<file path="config.mk">
export PLATFORM = sky130hd
export DESIGN_NAME = stream_demux_n
export DESIGN_NICKNAME = d
export VERILOG_FILES = /design/src/rtl/stream_demux_pkg.sv /design/src/rtl/stream_demux_n.sv
export SDC_FILE = /design/constraint.sdc
export NUM_CORES = 1
export LEC_CHECK = 0
export ABC_AREA = 1
export ABC_CLOCK_PERIOD_IN_PS = 2650
export CAP_MARGIN = 20
export CORE_UTILIZATION = 35
export CTS_CLUSTER_SIZE = 28
export DETAILED_ROUTE_END_ITERATION = 10
export GPL_TIMING_DRIVEN = 0
export PLACE_DENSITY = 0.72
export RECOVER_POWER = 25
export SLEW_MARGIN = 40
export SYNTH_ARGS = -nofsm -noshare
export SYNTH_HDL_FRONTEND = slang
export SYNTH_SLANG_ARGS = --single-unit
export TNS_END_PERCENT = 20
</file>
<file path="constraint.sdc">
create_clock -name clk -period 2.65 [get_ports clk]
set_clock_uncertainty 0.2 [all_clocks]
set_input_delay 0.53 -clock clk [delete_from_list [all_inputs] [get_ports clk]]
set_output_delay 0.53 -clock clk [all_outputs]
set_load 0.1 [all_outputs]
</file>
<file path="src/rtl/stream_demux_pkg.sv">
// Shared types and helpers for the packet-aware stream demultiplexer.
package stream_demux_pkg;

    // Packet tracking: IDLE waits for a packet's first beat, PKT holds the route.
    typedef enum logic {
        IDLE = 1'b0,
        PKT  = 1'b1
    } state_t;

    // Select width for n channels; never narrower than one bit.
    function automatic int sel_w(input int n);
        return (n <= 2) ? 1 : $clog2(n);
    endfunction

endpackage

</file>
<file path="src/rtl/stream_demux_n.sv">
// 1-to-N valid/ready stream demultiplexer with a registered output stage,
// packet-sticky routing and a saturating counter of beats sent nowhere.
//
// Handshake: a beat moves on any interface in the cycle where its valid and
// ready are both high at the rising edge; valid never waits on ready, and
// in_ready depends only on the output register and out_ready, never on in_valid.
module stream_demux_n
    import stream_demux_pkg::*;
#(
    parameter int DATA_W     = 8,
    parameter int N_OUT      = 4,
    parameter int DROP_CNT_W = 8,
    localparam int SEL_W     = sel_w(N_OUT)
) (
    input  logic                  clk,
    input  logic                  rst_n,
    input  logic                  in_valid,
    output logic                  in_ready,
    input  logic [DATA_W-1:0]     in_data,
    input  logic [SEL_W-1:0]      in_sel,
    input  logic                  in_last,
    output logic [N_OUT-1:0]      out_valid,
    input  logic [N_OUT-1:0]      out_ready,
    output logic [DATA_W-1:0]     out_data,
    output logic                  out_last,
    output logic                  pkt_active,
    output logic [DROP_CNT_W-1:0] drop_count
);

    // Channel count widened by one bit so out-of-range selects compare cleanly.
    localparam logic [SEL_W:0] N_OUT_L = (SEL_W + 1)'(N_OUT);

    state_t                  state_q, state_d;
    logic [SEL_W-1:0]        route_q, route_d;
    logic [SEL_W-1:0]        route;
    logic                    route_ok;

    logic                    vld_q;
    logic [SEL_W-1:0]        dest_q;
    logic [DATA_W-1:0]       data_q;
    logic                    last_q;

    logic [N_OUT-1:0]        dest_hot;
    logic                    dest_ready;
    logic                    accept;
    logic                    drain;
    logic [DROP_CNT_W-1:0]   drop_q;

    // Decode the held destination and pick its ready; other channels' ready is ignored.
    always_comb begin
        dest_hot = '0;
        for (int k = 0; k < N_OUT; k++) begin
            dest_hot[k] = (dest_q == SEL_W'(k));
        end
        dest_ready = |(dest_hot & out_ready);
    end

    assign in_ready   = !vld_q || dest_ready;
    assign accept     = in_valid && in_ready;
    assign drain      = vld_q && dest_ready;

    // First beat of a packet routes by in_sel; later beats follow the held route.
    assign route      = (state_q == IDLE) ? in_sel : route_q;
    assign route_ok   = ({1'b0, route} < N_OUT_L);

    assign out_valid  = {N_OUT{vld_q}} & dest_hot;
    assign out_data   = data_q;
    assign out_last   = last_q;
    assign pkt_active = (state_q == PKT);
    assign drop_count = drop_q;

    // Packet FSM next state: only accepted beats move it, dropped ones included.
    always_comb begin
        state_d = state_q;
        route_d = route_q;
        if (accept) begin
            case (state_q)
                IDLE: begin
                    if (!in_last) begin
                        state_d = PKT;
                        route_d = in_sel;
                    end
                end
                PKT: begin
                    if (in_last) begin
                        state_d = IDLE;
                    end
                end
                default: state_d = IDLE;
            endcase
        end
    end

    // Packet FSM state and sticky route register.
    always_ff @(posedge clk or negedge rst_n) begin
        if (!rst_n) begin
            state_q <= IDLE;
            route_q <= '0;
        end else begin
            state_q <= state_d;
            route_q <= route_d;
        end
    end

    // Output register: a routable beat loads (replacing a draining one), else drain empties it.
    always_ff @(posedge clk or negedge rst_n) begin
        if (!rst_n) begin
            vld_q  <= 1'b0;
            dest_q <= '0;
            data_q <= '0;
            last_q <= 1'b0;
        end else if (accept && route_ok) begin
            vld_q  <= 1'b1;
            dest_q <= route;
            data_q <= in_data;
            last_q <= in_last;
        end else if (drain) begin
            vld_q  <= 1'b0;
        end
    end

    // Count beats addressed past the last channel, sticking at all-ones.
    always_ff @(posedge clk or negedge rst_n) begin
        if (!rst_n) begin
            drop_q <= '0;
        end else if (accept && !route_ok && (drop_q != {DROP_CNT_W{1'b1}})) begin
            drop_q <= drop_q + DROP_CNT_W'(1);
        end
    end

endmodule

</file>
==> flow_metrics.env, run 1 <==
export IMPL_status="finished clean"
export IMPL_wl_per_cell_um=9.79
export IMPL_worst_pin_slew_ns=0.676
export IMPL_core_um2=2000
export IMPL_antenna_found_initial=0
export IMPL_fin_util_pct=54.7
export IMPL_async_reset_ff_share_pct=100
export IMPL_first_iter_violations=7
export IMPL_grt_pass1_vias=609
export IMPL_synth_most_common_cell="nand2_1"
export IMPL_clk_latency_ns=0.29
export IMPL_syn_inst=90
export IMPL_drive_gt1_share_pct=27.1
export IMPL_cp_arrival_ns=1.83
export IMPL_final_setup_viol_count=0
export IMPL_totalWireLength_mm=1.57
export IMPL_hold_path_class="flop to flop"
export IMPL_synthTopCellsByCount="nand2_1 (28), dfrtp_1 (15), nand3_1 (13)"
export IMPL_grt_overflow=0
export IMPL_synth_seq_cells=15
export IMPL_clockRootBuffer="clkbuf_4"
export IMPL_finalHoldViolations=0
export IMPL_place_congestion=0.725
export IMPL_synth_edff_count=0
export IMPL_num_vias=692
export IMPL_ant_nets=0
export IMPL_slew_headroom_pct=54.8
export IMPL_grt_pass1_wl_mm=2.62
export IMPL_die_area_um2=2350
export IMPL_crit_path_start_kind="input port"
export IMPL_die_w_um=48.4
export IMPL_syn_cell_area_um2=754
export IMPL_layout_min_cycle_time_ns=2.56
export IMPL_htreeDepth=1
export IMPL_track_usage_pct=14.1
export IMPL_area_delta_synth_final_pct=45.1
export IMPL_fin_cells=160
export IMPL_finalInstanceArea_um2=1090
export IMPL_synth_top_cell_by_area="dfrtp_1"
export IMPL_die_height_um=48.4
export IMPL_yosysSeqAreaShare_pct=49.8
export IMPL_path_class="input port to output port"
export IMPL_synth_warnings=0
export IMPL_avgSynthCellArea_um2=8.38
export IMPL_cts_tree="built"
export IMPL_numPortBuffers=32
export IMPL_post_cts_setup_buffers=0
export IMPL_drc=0
export IMPL_clk_pin_slew_ns=0.09
export IMPL_dpl_cell_count=156
export IMPL_clk_path_buf_depth=2
export IMPL_drv_slew=0
export IMPL_timing_fmax_mhz=391
export IMPL_dpl_cell_area_um2=1060
export IMPL_required_ns=1.92
export IMPL_ys_top_cells_by_area="dfrtp_1 (50%), nand2_1 (14%), buf_4 (9.0%)"
export IMPL_yosysUniqueCellTypes=17
export IMPL_synthFlopType="dfrtp_1"
export IMPL_end_kind="output port"
export IMPL_rsz0062_at_grt="false"
export IMPL_fin_crit_sh_pct=96.6
export IMPL_clock_sinks=15
export IMPL_dp_hpwl_mm=1.21
export IMPL_numCtsBuffers=3
export IMPL_layout_nets=152
export IMPL_grt_max_degree=16
export IMPL_dr_pass1_iters=4
export IMPL_ioPinCount=41
export IMPL_netlist_area_leader_share_pct=49.8
export IMPL_cap_violations=0
export IMPL_vias_per_cell=4.33
export IMPL_crit_path_max_fanout=10
export IMPL_row_count=16
export IMPL_diodes=0
export IMPL_start_util_pct=37.7
==> worst max-delay path, cell delays in order <==
cell and delay (ns):
clkdlybuf4s50_1 0.46, inv_1 0.04, nor2_1 0.12, nor2_2 0.06
nand2_2 0.13, buf_4 0.20, buf_4 0.30
==> registers in the layout (all words and copies together) (netlist names) <==
name,flops
pkt_active,1
vld_q,1
dest_q,2
out_last,1
out_data,8
route_q,2
==> final timing paths <==
kind | startpoint | end | slack (ns) | cells past startpoint
max | out_ready[1] | in_ready | 0.09 | 7
min | out_data[1] | out_data[1] | 0.28 | 2
max reg2reg | dest_q[1] | out_data[5] | 1.10 | 9
min reg2reg | out_data[1] | out_data[1] | 0.28 | 2
max in group asynchronous | rst_n | out_data[2] | 1.30 | 1
min in group asynchronous | rst_n | out_data[3] | 0.51 | 1
==> logic make-up after synthesis <==
logic type / synth area share (%)
AND/OR/NAND/NOR: 31.7
buffers and inverters: 13.4
flip-flops: 49.8
AO/OA/AOI/OAI: 1.99
multiplexers: 2.65
other: 0.497
==> per-layer routing <==
layer  global-route usage, %  routed length, um  vias to the layer above  share of wire (%)
li1                        -                  -                      362                  -
met1                    16.5                686                      300                 44
met2                    24.9                762                       30                 49
met3                    4.09                117                        0                7.5
met4                    4.41                  0                        0                  0
met5                       0                  0                        -                  0
==> layout by cell type, fill, tap and decap left out, drive strengths merged <==
cell type and n:
nand2 31, buf 25, clkdlybuf4s50 16, dfrtp 15, nand3 13, conb 8
inv 5, nor2 4, clkbuf 4, o21ai 3, nor3 3, nand4 2
mux2i 2, clkinv 1, dlygate4sd3 1
==> area by class of cell <==
cell class,count,area [um2]
buffer,11,82.6
inverter,5,18.8
fill,192,907
tap,27,33.8
clock inverter,1,5.00
multi-input combinational,66,309
sequential,15,375
clock buffer,3,22.5
timing repair buffer,32,248
==> per-stage QoR <==
step | setup TNS, ns | setup slack, ns | hold WS [ns]
2_1_floorplan | -1.19 | -0.608 | 0.0344
3_3_place_gp | -0.750 | -0.750 | 0.253
3_5_place_dp | -0.0448 | -0.0448 | 0.258
4_1_cts | 0 | 0.0774 | 0.280
5_1_grt | 0 | 0.00732 | 0.297
6_report | 0 | 0.0902 | 0.277
==> repair_timing <==
action | 4_1_cts | 5_1_grt
endpoints found under the setup margin | 1 | 0
resized for setup | 1 | 0
hold buffers | 0 | 0
Power of run 1 is not shown: default switching activity piles up to over one toggle a cycle in this logic, so the estimate is an artifact.
==> inputs of run 2 (changes only) <==
--- a/config.mk
+++ b/config.mk
@@ -6,7 +6,6 @@
 export NUM_CORES = 1
 export LEC_CHECK = 0
 export ABC_AREA = 1
-export ABC_CLOCK_PERIOD_IN_PS = 2650
 export CAP_MARGIN = 20
 export CORE_UTILIZATION = 35
 export CTS_CLUSTER_SIZE = 28
==> results of run 2 <==
Same layout as run 1: the final DEF is identical, and so are final timing and power.
Power of run 2 is left out for the same reason.
